<file path="src/rtl/fetch_pkg.sv">
// Shared types and constants for the instruction-fetch stage.
package fetch_pkg;

  localparam int WORD_W     = 16;
  localparam int OPCODE_MSB = 15;
  localparam int OPCODE_LSB = 12;

  localparam logic [WORD_W-1:0] NOP_INSTR_DEF = 16'h0000;
  localparam logic [3:0]        HALT_OP_DEF   = 4'hF;

  typedef enum logic {
    RUN  = 1'b0,
    HALT = 1'b1
  } fetch_state_t;

  function automatic logic [OPCODE_MSB-OPCODE_LSB:0] opcode_of(input logic [WORD_W-1:0] w);
    return w[OPCODE_MSB:OPCODE_LSB];
  endfunction

endpackage

</file>
<file path="src/rtl/fetch_stage_if.sv">
// Fetch-stage bus: hazard/decode controls in, imem address and IF/ID register out.
interface fetch_stage_if;
  import fetch_pkg::*;

  logic              stall;
  logic              branch_taken;
  logic [WORD_W-1:0] branch_target;
  logic [WORD_W-1:0] imem_data;
  logic [WORD_W-1:0] imem_addr;
  logic [WORD_W-1:0] pc_plus1;
  logic [WORD_W-1:0] if_id_instr;
  logic [WORD_W-1:0] if_id_pc1;
  logic              if_id_valid;
  logic              halted;

  modport master (
    input  stall, branch_taken, branch_target, imem_data,
    output imem_addr, pc_plus1, if_id_instr, if_id_pc1, if_id_valid, halted
  );

  modport slave (
    output stall, branch_taken, branch_target, imem_data,
    input  imem_addr, pc_plus1, if_id_instr, if_id_pc1, if_id_valid, halted
  );

endinterface

</file>
<file path="src/rtl/fetch_stage_if_id_reg.sv">
// IF/ID pipeline register; bubble overrides load, neither means hold.
module if_id_reg
  import fetch_pkg::*;
#(
  parameter logic [WORD_W-1:0] NOP_INSTR = NOP_INSTR_DEF
) (
  input  logic              clk,
  input  logic              rst_n,
  input  logic              i_load,
  input  logic              i_bubble,
  input  logic [WORD_W-1:0] i_instr,
  input  logic [WORD_W-1:0] i_pc1,
  output logic [WORD_W-1:0] o_instr,
  output logic [WORD_W-1:0] o_pc1,
  output logic              o_valid
);

  always_ff @(posedge clk or negedge rst_n) begin
    if (!rst_n) begin
      o_instr <= NOP_INSTR;
      o_pc1   <= '0;
      o_valid <= 1'b0;
    end else if (i_bubble) begin
      o_instr <= NOP_INSTR;
      o_pc1   <= '0;
      o_valid <= 1'b0;
    end else if (i_load) begin
      o_instr <= i_instr;
      o_pc1   <= i_pc1;
      o_valid <= 1'b1;
    end
  end

endmodule

</file>
<file path="src/rtl/fetch_stage.sv">
// Instruction fetch: PC register, RUN/HALT FSM and IF/ID register.
// Optional perf counters are compiled in with FETCH_PERF_CNT_EN.
module fetch_stage
  import fetch_pkg::*;
#(
  parameter logic [WORD_W-1:0] RESET_PC  = 16'h0000,
  parameter logic [3:0]        HALT_OP   = HALT_OP_DEF,
  parameter logic [WORD_W-1:0] NOP_INSTR = NOP_INSTR_DEF
) (
  input  logic               clk,
  input  logic               rst_n,
  fetch_stage_if.master      bus
`ifdef FETCH_PERF_CNT_EN
  ,
  output logic [WORD_W-1:0]  fetch_cnt,
  output logic [WORD_W-1:0]  stall_cnt
`endif
);

  // state | meaning
  // RUN   | fetching one instruction per unstalled cycle
  // HALT  | halt opcode seen; PC frozen, bubbles into IF/ID until a branch

  fetch_state_t      r_state;
  logic              r_halted;
  logic [WORD_W-1:0] r_pc;
  logic [WORD_W-1:0] w_pc1;
  logic              w_is_halt_op;
  logic              w_load;
  logic              w_bubble;

  assign w_pc1        = r_pc + 16'd1;
  assign w_is_halt_op = (opcode_of(bus.imem_data) == HALT_OP);

  assign w_load   = !bus.branch_taken && !bus.stall && (r_state == RUN);
  assign w_bubble = bus.branch_taken || (!bus.stall && (r_state == HALT));

  assign bus.imem_addr = r_pc;
  assign bus.pc_plus1  = w_pc1;
  assign bus.halted    = r_halted;

  always_ff @(posedge clk or negedge rst_n) begin
    if (!rst_n) begin
      r_state  <= RUN;
      r_halted <= 1'b0;
      r_pc     <= RESET_PC;
    end else if (bus.branch_taken) begin
      r_state  <= RUN;
      r_halted <= 1'b0;
      r_pc     <= bus.branch_target;
    end else if (!bus.stall && (r_state == RUN)) begin
      // A halt word still enters IF/ID, but the PC stays on it
      if (w_is_halt_op) begin
        r_state  <= HALT;
        r_halted <= 1'b1;
      end else begin
        r_pc <= w_pc1;
      end
    end
  end

  if_id_reg #(
    .NOP_INSTR (NOP_INSTR)
  ) u_if_id (
    .clk      (clk),
    .rst_n    (rst_n),
    .i_load   (w_load),
    .i_bubble (w_bubble),
    .i_instr  (bus.imem_data),
    .i_pc1    (w_pc1),
    .o_instr  (bus.if_id_instr),
    .o_pc1    (bus.if_id_pc1),
    .o_valid  (bus.if_id_valid)
  );

`ifdef FETCH_PERF_CNT_EN
  logic [WORD_W-1:0] r_fetch_cnt;
  logic [WORD_W-1:0] r_stall_cnt;

  always_ff @(posedge clk or negedge rst_n) begin
    if (!rst_n) begin
      r_fetch_cnt <= '0;
      r_stall_cnt <= '0;
    end else begin
      if (w_load && (r_fetch_cnt != 16'hFFFF))
        r_fetch_cnt <= r_fetch_cnt + 16'd1;
      if (bus.stall && !bus.branch_taken && (r_stall_cnt != 16'hFFFF))
        r_stall_cnt <= r_stall_cnt + 16'd1;
    end
  end

  assign fetch_cnt = r_fetch_cnt;
  assign stall_cnt = r_stall_cnt;
`endif

endmodule

</file>
<file path="src/flat_wrapper.sv">
// flat-port wrapper written by rule: the top's interface ports become plain ports
module fetch_stage_flat import fetch_pkg::*;
#(
  parameter logic [WORD_W-1:0] RESET_PC  = 16'h0000,
  parameter logic [3:0]        HALT_OP   = HALT_OP_DEF,
  parameter logic [WORD_W-1:0] NOP_INSTR = NOP_INSTR_DEF
)
  (clk, rst_n, bus_stall, bus_branch_taken, bus_branch_target, bus_imem_data, bus_imem_addr, bus_pc_plus1, bus_if_id_instr, bus_if_id_pc1, bus_if_id_valid, bus_halted);
  fetch_stage_if bus_i ();
  input  logic clk;
  input  logic rst_n;
  input wire logic [$bits(bus_i.stall)-1:0] bus_stall;
  input wire logic [$bits(bus_i.branch_taken)-1:0] bus_branch_taken;
  input wire logic [$bits(bus_i.branch_target)-1:0] bus_branch_target;
  input wire logic [$bits(bus_i.imem_data)-1:0] bus_imem_data;
  output wire logic [$bits(bus_i.imem_addr)-1:0] bus_imem_addr;
  output wire logic [$bits(bus_i.pc_plus1)-1:0] bus_pc_plus1;
  output wire logic [$bits(bus_i.if_id_instr)-1:0] bus_if_id_instr;
  output wire logic [$bits(bus_i.if_id_pc1)-1:0] bus_if_id_pc1;
  output wire logic [$bits(bus_i.if_id_valid)-1:0] bus_if_id_valid;
  output wire logic [$bits(bus_i.halted)-1:0] bus_halted;
  assign bus_i.stall = bus_stall;
  assign bus_i.branch_taken = bus_branch_taken;
  assign bus_i.branch_target = bus_branch_target;
  assign bus_i.imem_data = bus_imem_data;
  assign bus_imem_addr = bus_i.imem_addr;
  assign bus_pc_plus1 = bus_i.pc_plus1;
  assign bus_if_id_instr = bus_i.if_id_instr;
  assign bus_if_id_pc1 = bus_i.if_id_pc1;
  assign bus_if_id_valid = bus_i.if_id_valid;
  assign bus_halted = bus_i.halted;
  fetch_stage #(.RESET_PC(RESET_PC), .HALT_OP(HALT_OP), .NOP_INSTR(NOP_INSTR)) u_core (.clk(clk), .rst_n(rst_n), .bus(bus_i));
endmodule
</file>
<file path="config.mk">
export PLATFORM = sky130hd
export DESIGN_NAME = fetch_stage_flat
export DESIGN_NICKNAME = d
export VERILOG_FILES = /design/src/rtl/fetch_pkg.sv /design/src/rtl/fetch_stage_if.sv /design/src/rtl/fetch_stage_if_id_reg.sv /design/src/rtl/fetch_stage.sv /design/src/flat_wrapper.sv
export SDC_FILE = /design/constraint.sdc
export NUM_CORES = 1
export LEC_CHECK = 0
export BUFFER_PORTS_ARGS = -buffer_cell sky130_fd_sc_hd__buf_2
export CORE_MARGIN = 10
export CORE_UTILIZATION = 40
export DETAILED_ROUTE_END_ITERATION = 16
export GPL_TIMING_DRIVEN = 0
export PLACE_DENSITY = 0.69
export REMOVE_ABC_BUFFERS = 1
export SYNTH_ARGS = -nofsm -noshare
export SYNTH_HDL_FRONTEND = slang
export SYNTH_SLANG_ARGS = --single-unit
</file>
<file path="constraint.sdc">
create_clock -name clk -period 2.8 [get_ports clk]
set_input_delay 0.56 -clock clk [delete_from_list [all_inputs] [get_ports clk]]
set_output_delay 0.56 -clock clk [all_outputs]
set_load 0.02 [all_outputs]
</file>
==> summary.md <==
| Metric | Value |
|---|---|
| Post-DP HPWL | `5070 um` |
| Min-delay worst type | `primary input to flop` |
| Cts repair resizes | `0` |
| Non-filler instance count after layout | `about 380` |
| F_max | `between 0.3 and 0.4 GHz` |
| Overflow after GRT | `0` |
| RSZ-0062 raised after global routing | `false` |
| Slew @ Worst Pin | `1120 ps` |
| DIE AREA | `9280 um2` |
| Num CTS Buffers | `5` |
| FILL cells | `between 500 and 600` |
| Commonest non-fill, non-tap cell in the layout | `buf_2` |
| DIE HEIGHT | `approximately 96 um` |
| Fraction of synthesized cell area in xor and xnor cells | `0.0709` |
| Leakage | `~1.6 nW` |
| Buf+Inv Stages, Crit Path | `1` |
| Initial antenna violation count | `0` |
| Pint | `~1.1 mW` |
| Crit start category | `flop` |
| CP Capture Type | `primary output` |
| Drt pass-1 iters | `4` |
| CP max-delay cell | `dfrtp_1` |
| DP Cell Count | `around 370` |
| Dpl ws | `approximately 150 ps` |
| Post-synthesis sequential area ratio | `0.537` |
| Combinational group share of total power | `0.248` |
| P per Cell Area | `between 500 and 600 nW/um2` |
| Crit-path max FO | `7` |
| Combinational family with the most area after synthesis | `compound AO/OA/AOI/OAI gates` |
| Clock Latency Late Sink | `300 ps` |
| Synth Register Bits | `50` |
| DR DRC count | `0` |
| Vias in the first global route | `slightly above 2k` |
| Switching part of the total | `0.328` |
| Flop pwr share | `0.497` |
| Average wire per standard cell | `roughly 18 um` |
| Complex-gate fraction of the synthesized area | `0.190` |
| Rel. slew slack | `0.252` |
| Cell variety after synth | `36` |
| Tot GR Track Use | `0.145` |
| Syn Area/Cell | `10.9 um2` |
| CTS Root Cell | `clkbuf_8` |
| Yosys top cell by area | `dfrtp_1` |
| Fin crit share | `0.923` |
| PortBufs | `101` |
| Endpoints failing setup | `0` |
| Clk pwr share | `0.256` |
| Top cells by area, synth | `dfrtp_1 (54%), a22o_1 (11%), nand2_1 (3.9%)` |
| Max cap viols | `0` |
| Outcome | `finished, final reports clean` |
| Core area | `between 5000 and 6000 um2` |
| Row Count | `27` |
| Layout Nets | `345` |
| Synth Warn # | `0` |
| VDD IR max | `around 320 uV` |
| Reg clk slew, reported paths | `roughly 90 ps` |
| TritonCTS clock tree | `yes` |
| Adder-cell share of the synthesized area | `0.00537` |
| Final Skew | `slightly above 7 ps` |
| Initial Util | `0.418` |
| Post-CTS Setup Inserts | `0` |
| Worst EP arrival | `slightly above 2000 ps` |
| Syn Inst Count | `between 200 and 250` |
| Antenna diode count | `0` |
| DR vias/cell | `approximately 5.2` |
| CTS H-tree lvls | `2` |
| DP Area | `2910 um2` |
| Total Wirelength | `6760 um` |
| I/O pin total | `between 100 and 150` |
| Most frequent cells in the layout | `buf_2 (101), dfrtp_1 (50), a22o_1 (28), nand2_1 (24), o21ai_0 (14)` |
| Area Overhead vs Synth | `28.7%` |
| Worst-path cell chain | `ha_1, and3_1, nand4_1, xnor2_1, buf_2` |
| CP Class | `flop to primary output` |
| Largest net degree at the start of global routing | `slightly above 50` |
| Post-DRT Antenna Nets | `0` |
| Final instance area | `about 3000 um2` |
| CP Data Required Time | `between 2000 and 2500 ps` |
| Switching power | `around 0.55 mW` |
| TNS Setup | `0 ps` |
| Final Hold Fails | `0` |
| DR iter-0 viols | `~130` |
| Crit-path leading delay family | `simple AND/OR/NAND/NOR gates` |
| First-pass GRT wire length | `10,500 um` |
| GPL Wtd Cong | `~0.76` |
| Yosys top cell area share | `0.537` |
| Layout cells sized above 1 | `0.375` |
| Final worst setup slack | `approximately 210 ps` |
| Hold_buf cts | `0` |
| Die Wd | `96.3 um` |
| Vias | `roughly 2.0k` |
| Max Slew Vio Count | `0` |
| Min Tclk post-route | `roughly 2600 ps` |
| CTS max path bufs | `2` |
| Clock sinks | `50` |
| Simple-gate share of the synthesized area | `0.154` |
| Synth Cell Area | `2330 um2` |
| Multiplexer share of the synthesized area | `0` |
| Max incr delay on CP | `around 500 ps` |
==> area by class of cell <==
class	count	area (um2)	share of cell area
Sequential cell	50	1250	0.417
Multi-Input combinational cell	143	987	0.329
Timing Repair Buffer	103	561	0.187
Tap cell	72	90.1	0.0300
Clock buffer	7	86.3	0.0288
Inverter	5	18.8	0.00626
Clock inverter	1	5.00	0.00167
==> registers in the layout, indices dropped and copies added (netlist names) <==
signal,count
u_core.u_if_id.o_instr,16
u_core.r_state,1
u_core.u_if_id.o_pc1,16
u_core.bus.imem_addr,16
u_core.u_if_id.o_valid,1
==> cell families (layout without fill, tap and decap cells) <==
kind of cell	count (synthesis)	count (layout)
DFF	50	50
adders and majority gates	1	1
AOI/OAI and AO/OA	58	58
and+or+nand+nor	66	66
xor gates and xnor gates	18	18
buffers and inverters	20	116
==> metal layers <==
metal  GRT usage  vias to the layer above  part of all wire
li1            -                      965                 -
met1       0.186                      962              0.42
met2       0.226                       61              0.47
met3      0.0521                        4             0.098
met4      0.0363                        0            0.0075
met5           0                        -                 0
==> path summary, 6_finish.rpt <==
| path | from | endpoint | slack (ps) | depth (start not counted) |
|---|---|---|---|---|
| hold reg to reg | u_core.u_if_id.o_pc1[6] | u_core.u_if_id.o_pc1[6] | 490 | 2 |
| max in group asynchronous | rst_n | u_core.bus.imem_addr[7] | 1650 | 1 |
| hold / removal | bus_branch_target[0] | u_core.bus.imem_addr[0] | 470 | 3 |
| min in group asynchronous | rst_n | u_core.u_if_id.o_pc1[6] | 480 | 1 |
| setup reg to reg | u_core.r_state | u_core.bus.imem_addr[9] | 710 | 4 |
| setup / recovery | u_core.bus.imem_addr[0] | bus_pc_plus1[14] | 210 | 5 |
==> cell usage after synthesis <==
cell type  instances
dfrtp_1           50
a22o_1            28
nand2_1           24
o21ai_0           14
xnor2_1            9
nand3_1            8
xor2_1             8
nor2b_1            7
clkbuf_1           6
nor2_1             6
buf_2              5
inv_1              5
and3_1             4
nand4_1            4
a21oi_1            3
and4_1             3
o221ai_1           3
o311ai_0           3
o311ai_1           3
and2_1             2
buf_6              2
nand4_2            2
a211o_1            1
a221o_1            1
and4_4             1
buf_1              1
buf_4              1
ha_1               1
nand2b_1           1
nor3_2             1
nor3b_1            1
nor4_1             1
o22ai_1            1
o32ai_1            1
or3_1              1
xor2_2             1
==> per-stage QoR <==
| step | utilization | power, mW | hold WS, ps |
|---|---|---|---|
| finish | 0.538 | 1.68 | 466 |
| global route | 0.538 | 1.78 | 461 |
| CTS | 0.538 | 1.71 | 457 |
| detailed placement | 0.522 | 1.27 | 477 |
| global placement | 0.510 | 1.25 | 459 |
| floorplan | - | 1.08 | 264 |
==> power by group through the flow <==
stage                     Sequential [mW]  Combinational [mW]  Clock (mW)
after floorplan                     0.913               0.166           0
after detailed placement            0.850               0.424           0
after CTS                           0.836               0.425       0.451
final                               0.835               0.416       0.430
after global placement              0.845               0.408           0
after global routing                0.845               0.455       0.477
==> worst reg2reg max path, cell delays in order, from the launching register on <==
cell and delay, ps:
dfrtp_1 450, nor3_4 530, buf_16 230, nand2_1 310
o311ai_0 440
Note: power is estimated with default switching activity, not from simulation.
